### config.mk
export PLATFORM = sky130hd
export DESIGN_NAME = muldiv_seq_ctrl
export DESIGN_NICKNAME = d
export VERILOG_FILES = /design/src/rtl/muldiv_seq_ctrl.sv
export SDC_FILE = /design/constraint.sdc
export NUM_CORES = 1
export LEC_CHECK = 0
export BUFFER_PORTS_ARGS = -buffer_cell sky130_fd_sc_hd__buf_2
export CAP_MARGIN = 20
export CORE_ASPECT_RATIO = 0.8
export CORE_MARGIN = 1.5
export CORE_UTILIZATION = 30
export CTS_CLUSTER_DIAMETER = 60
export DETAILED_ROUTE_END_ITERATION = 16
export PLACE_DENSITY = 0.43
export SLEW_MARGIN = 20
export SYNTH_ARGS = -nofsm -noshare
export SYNTH_HDL_FRONTEND = slang
export SYNTH_SLANG_ARGS = --single-unit
### constraint.sdc
create_clock -name clk -period 3.4 [get_ports clk]
set_clock_uncertainty 0.15 [all_clocks]
set_input_delay 0.17 -clock clk [delete_from_list [all_inputs] [get_ports clk]]
set_output_delay 0.17 -clock clk [all_outputs]
set_load 0.01 [all_outputs]
### src/rtl/muldiv_seq_ctrl.sv
// muldiv_seq_ctrl
// Iterative sequencer for the ALU multiply / divide / negate path.
// One operation is accepted per start/busy/done handshake. Operands are
// reduced to magnitudes when signed, an N-step shift-add multiply or
// restoring divide runs one step per cycle, and the result is then
// re-signed and packed.
//
// Ports
//   clk        system clock, all state on rising edge
//   rst_n      synchronous active-low reset
//   start      request pulse, honoured only in IDLE
//   op[3:0]    [3:2] 00 mul, 01 div, 10 negate, 11 reserved
//              [1] signed, [0] 1 = full width, 0 = half width
//   a, b       operand A / dividend, operand B / divisor
//   busy       high in PREP, RUN, FIXUP
//   done       one-cycle pulse in DONE
//   err        divide-by-zero or reserved op; held until next accept
//   result_lo  product low / quotient / negation
//   result_hi  product high / remainder
module muldiv_seq_ctrl #(
  parameter int unsigned W  = 16,
  parameter int unsigned CW = 5
) (
  input  logic         clk,
  input  logic         rst_n,
  input  logic         start,
  input  logic [3:0]   op,
  input  logic [W-1:0] a,
  input  logic [W-1:0] b,
  output logic         busy,
  output logic         done,
  output logic         err,
  output logic [W-1:0] result_lo,
  output logic [W-1:0] result_hi
);

  localparam int unsigned H = W / 2;

  typedef enum logic [2:0] {
    S_IDLE,
    S_PREP,
    S_RUN,
    S_FIXUP,
    S_DONE
  } state_t;

  typedef enum logic [1:0] {
    OP_MUL,
    OP_DIV,
    OP_NEG,
    OP_RSV
  } op_kind_t;

  state_t   state, state_next;
  op_kind_t kind;

  // Latched request
  logic [3:0]   op_q;
  logic [W-1:0] a_q, b_q;

  // Working registers
  logic [2*W-1:0] mcand;
  logic [2*W-1:0] prod;
  logic [W-1:0]   mplier;
  logic [W-1:0]   quo;
  logic [W-1:0]   rem;
  logic [W-1:0]   dvsr;
  logic           neg_q;     // product / quotient sign
  logic           rsign_q;   // remainder sign (dividend sign)
  logic [CW-1:0]  cnt;

  // Operand conditioning
  logic           wide, sgn;
  logic [W-1:0]   a_m, b_m;
  logic           a_neg, b_neg;
  logic [W-1:0]   a_neg_v, b_neg_v;
  logic [W-1:0]   a_mag, b_mag;

  // Divide step
  logic [W:0]     r_shift;
  logic           ge;
  logic [W-1:0]   r_diff;
  logic [W-1:0]   rem_next;

  // Fixup results
  logic [2*W-1:0] p_fix;
  logic [W-1:0]   q_neg, r_neg, q_fix, r_fix;
  logic [W-1:0]   neg_a;
  logic [W-1:0]   fix_lo, fix_hi;

  assign kind = op_kind_t'(op_q[3:2]);
  assign wide = op_q[0];
  assign sgn  = op_q[1];

  always_comb begin
    a_m     = wide ? a_q : {{(W-H){1'b0}}, a_q[H-1:0]};
    b_m     = wide ? b_q : {{(W-H){1'b0}}, b_q[H-1:0]};
    a_neg   = sgn & (wide ? a_q[W-1] : a_q[H-1]);
    b_neg   = sgn & (wide ? b_q[W-1] : b_q[H-1]);
    a_neg_v = -a_m;
    b_neg_v = -b_m;
    if (!wide) begin
      a_neg_v[W-1:H] = '0;
      b_neg_v[W-1:H] = '0;
    end
    a_mag   = a_neg ? a_neg_v : a_m;
    b_mag   = b_neg ? b_neg_v : b_m;
  end

  // Restoring divide: the remainder gains one dividend bit, then the
  // divisor is subtracted if it fits. The shifted value needs W+1 bits,
  // but a successful difference is always below the divisor.
  always_comb begin
    r_shift  = {rem, quo[W-1]};
    ge       = (r_shift >= {1'b0, dvsr});
    r_diff   = r_shift[W-1:0] - dvsr;
    rem_next = ge ? r_diff : r_shift[W-1:0];
  end

  always_comb begin
    p_fix = neg_q ? -prod : prod;
    q_neg = -quo;
    r_neg = -rem;
    q_fix = neg_q ? q_neg : quo;
    r_fix = rsign_q ? r_neg : rem;
    neg_a = -a_m;
    if (!wide) begin
      q_fix[W-1:H] = sgn ? {(W-H){q_fix[H-1]}} : '0;
      r_fix[W-1:H] = sgn ? {(W-H){r_fix[H-1]}} : '0;
      neg_a[W-1:H] = '0;
    end

    fix_lo = '0;
    fix_hi = '0;
    case (kind)
      OP_MUL: begin
        fix_lo = p_fix[W-1:0];
        if (wide) begin
          fix_hi = p_fix[2*W-1:W];
        end else begin
          fix_hi = sgn ? {W{p_fix[W-1]}} : '0;
        end
      end
      OP_DIV: begin
        fix_lo = q_fix;
        fix_hi = r_fix;
      end
      OP_NEG: begin
        fix_lo = neg_a;
        fix_hi = '0;
      end
      default: begin
        fix_lo = '0;
        fix_hi = '0;
      end
    endcase
  end

  always_ff @(posedge clk) begin
    if (!rst_n) begin
      state <= S_IDLE;
    end else begin
      state <= state_next;
    end
  end

  always_comb begin
    state_next = state;
    case (state)
      S_IDLE: begin
        if (start) state_next = S_PREP;
      end
      S_PREP: begin
        case (kind)
          OP_MUL:  state_next = S_RUN;
          OP_DIV:  state_next = (b_m == '0) ? S_DONE : S_RUN;
          OP_NEG:  state_next = S_FIXUP;
          default: state_next = S_DONE;
        endcase
      end
      S_RUN: begin
        if (cnt == '0) state_next = S_FIXUP;
      end
      S_FIXUP: state_next = S_DONE;
      S_DONE:  state_next = S_IDLE;
      default: state_next = S_IDLE;
    endcase
  end

  always_ff @(posedge clk) begin
    if (!rst_n) begin
      busy      <= 1'b0;
      done      <= 1'b0;
      err       <= 1'b0;
      result_lo <= '0;
      result_hi <= '0;
      op_q      <= '0;
      a_q       <= '0;
      b_q       <= '0;
      mcand     <= '0;
      prod      <= '0;
      mplier    <= '0;
      quo       <= '0;
      rem       <= '0;
      dvsr      <= '0;
      neg_q     <= 1'b0;
      rsign_q   <= 1'b0;
      cnt       <= '0;
    end else begin
      busy <= (state_next == S_PREP) || (state_next == S_RUN) ||
              (state_next == S_FIXUP);
      done <= (state_next == S_DONE);

      case (state)
        S_IDLE: begin
          if (start) begin
            op_q <= op;
            a_q  <= a;
            b_q  <= b;
            err  <= 1'b0;
          end
        end
        S_PREP: begin
          neg_q   <= a_neg ^ b_neg;
          rsign_q <= a_neg;
          cnt     <= wide ? CW'(W - 1) : CW'(H - 1);
          prod    <= '0;
          mcand   <= {{W{1'b0}}, a_mag};
          mplier  <= b_mag;
          // Half-width dividends start at the top so the MSB shifts out first.
          quo     <= wide ? a_mag : (a_mag << H);
          rem     <= '0;
          dvsr    <= b_mag;
          if (kind == OP_DIV && b_m == '0) begin
            err       <= 1'b1;
            result_lo <= '1;
            result_hi <= a_m;
          end else if (kind == OP_RSV) begin
            err       <= 1'b1;
            result_lo <= '0;
            result_hi <= '0;
          end
        end
        S_RUN: begin
          cnt <= cnt - 1'b1;
          if (kind == OP_DIV) begin
            rem <= rem_next;
            quo <= {quo[W-2:0], ge};
          end else begin
            if (mplier[0]) prod <= prod + mcand;
            mcand  <= mcand << 1;
            mplier <= mplier >> 1;
          end
        end
        S_FIXUP: begin
          result_lo <= fix_lo;
          result_hi <= fix_hi;
        end
        default: ;
      endcase
    end
  end

endmodule

==> run metrics <==
YS warnings=0; num rows=68; crit path capture type=flop; reg2reg end=result_lo[12]; commonest non-fill, non-tap cells in the layout=nand2_1 (251), dfxtp_1 (208), a21oi_1 (187); clock-pin slew on the worst setup and hold paths=60 ps; Most used DFF post-synth=dfxtp_1; DIE AREA=45,400 um^2; Hold Crit Depth=4; register area share after synthesis=0.316; slew margin rel.=0.400; routed vias/inst=5.40; syn_area_per_cell=7.56 um^2; Hold EP=b_q[10]; Setup crit start=a_q[1]; Reg power frac=0.346; Core Region=43,400 um^2; Tmin final=3160 ps; Final Setup Violations=0; Peak VDD IR=0.433 mV; Synthesized Nets=1,846; sw frac=0.329; H-tree depth=1; Core Util, Final=0.366; clock latency on the worst-skew pair=570 ps; number of slew-limit violations in the final report=0; Largest regs=mcand (32), prod (32); CTS sink cnt=209; non-filler cells, final=2,435; r2r startpoint=a_q[1]; Initial DRC Count=1,096; WL/cell=20.4 um; Pleak=6.26 nW; I/O Buffers=73; register bit total from synthesis=209; Fin. Hold Viols=0; Startpoint Class=flop; layout cells sized above 1=0.131; CTS Buffer Depth=3; Worst-Margin Slew=900 ps; Achievable Freq=316 MHz; I/O pin cnt=74; Vias=13,157; placed insts=2,346; Area Overhead vs Synth=20.0%; pwr/cell area=503 nW/um^2; CTS tree=built; max_cap viols=0; class of the worst hold path=input port to flop; hpwl dp=36,900 um; all-layer global routing usage=0.213; Die Y=191 um; number of global-route vias before repair=11,990; drt total wl=49,600 um; setup TNS=0 ps; Post-synth EDFFs=0; P_int=5.36 mW; critical path class=flop to flop; FFs w/ async S/R, synth=0; Filler cells=4,624; Pwr Total=8.00 mW; Worst EP required=3710 ps; post-CTS setup buffers=0; sw power=2.63 mW; routability cong.=0.934; final period utilization=0.931; hold_sp=b[10]; DRC viols=0; first-pass GRT wire length=74,600 um; synth unique cells=86; status=finished clean; Clock power frac=0.409; First-pass DRT Iterations=7; crit path max fanout=5; most common cell after layout, fill and taps aside=nand2_1; Comb pwr share=0.246; Cell Area, Synth=13,300 um^2; CTS buffer count=28; clock root buffer=clkbuf_16; initial antenna violation count=0; CP arrival=3470 ps; global route overflow=0; Die X=238 um; unrepaired setup endpoints after global routing=false; R2R setup slack=240 ps; nets@finish=1,948; DRT antenna net count=0; Initial Utilization=0.305; Cells after Synth=1,752; r2r worst-path depth=9; pin count of the biggest net entering global routing=73
cell type report:
type	instances	area, um^2	area share
Multi-Input combinational cell	1385	8470	0.533
Clock inverter	13	211	0.0133
Antenna cell	1	2.50	0.000157
Tap cell	560	701	0.0441
Sequential cell	209	4190	0.263
Inverter	42	160	0.0101
Clock buffer	37	806	0.0507
Timing Repair Buffer	188	1360	0.0856
cells in the mapped netlist, drive strengths merged, types with 10 or more instances:
library cell  count  area [um^2]
mux2i            22          220
xor2             78          683
o211ai           14          105
o31ai            31          262
nand2b           16          100
nand3            61          310
a21oi           188          941
inv              42          158
nor3             36          180
a21o             20          150
o21ai            97          485
a311oi           13          114
nor4             11         68.8
or2              11         68.8
xnor2            48          420
buf              22          111
ha               53          663
nor2            191          737
and3             10         62.6
dfxtp           209         4180
or3              22          163
and2             10         62.6
nand2           252          948
o22ai            10         62.6
clkbuf           94          353
a31oi            22          138
a211oi           38          285
what timing repair did:
| item | CTS | global route |
|---|---|---|
| setup endpoints to repair | 0 | 3 |
| hold buffers | 38 | 0 |
| gates resized for setup | 0 | 2 |
| endpoints found under the hold margin | 42 | 0 |
routing by layer:
layer | global-route usage | wire length, um | up-vias
met5 | 0 | 0 | -
met4 | 0.0360 | 684 | 0
met3 | 0.0374 | 3050 | 41
met2 | 0.299 | 19500 | 334
met1 | 0.336 | 26400 | 6295
li1 | - | - | 6487
how the worst max path moves through the flow:
stage,cells past startpoint,slack [ps],endpoint
final,9,240,result_lo[12]
after global routing,9,40,result_lo[12]
after CTS,9,130,prod[31]
after detailed placement,9,150,prod[31]
after global placement,10,140,prod[29]
after floorplan,10,530,rem[8]
power by group through the flow:
stage,sequential [mW],combinational (mW),clock [mW]
4_1_cts,2.76,1.94,3.36
3_3_place_gp,2.81,1.90,0
3_5_place_dp,2.82,1.90,0
6_report,2.76,1.96,3.27
5_1_grt,2.79,2.14,3.44
2_1_floorplan,2.76,1.30,0
cell families (layout without fill, tap and decap cells):
family / count (synthesis) / after routing / share of synthesized area
adder cells (fa/ha/maj): 55 / 55 / 0.0531
flip-flops: 209 / 209 / 0.316
multiplexers: 24 / 24 / 0.0183
XOR/XNOR: 126 / 126 / 0.0833
AO/OA/AOI/OAI: 523 / 523 / 0.257
buffers and inverters: 158 / 280 / 0.0469
other: 0 / 1 / 0
AND/OR/NAND/NOR: 657 / 657 / 0.226
worst max-delay path: stages (launching register included):
cell and delay (ps):
dfxtp_1 380, inv_1 110, ha_1 250, or4b_4 520, or3b_4 430, or2_2 330
xor2_1 150, a222oi_1 370, nor2_1 120, o221a_2 240
per-stage QoR:
step	worst slack [ps]	cell area, um^2	hold slack, ps
2_1_floorplan	525	13300	156
3_3_place_gp	138	14500	264
3_5_place_dp	152	14500	267
4_1_cts	131	15900	213
5_1_grt	43.5	15900	248
6_report	236	15900	239
Power figures use the tool's default switching activity.
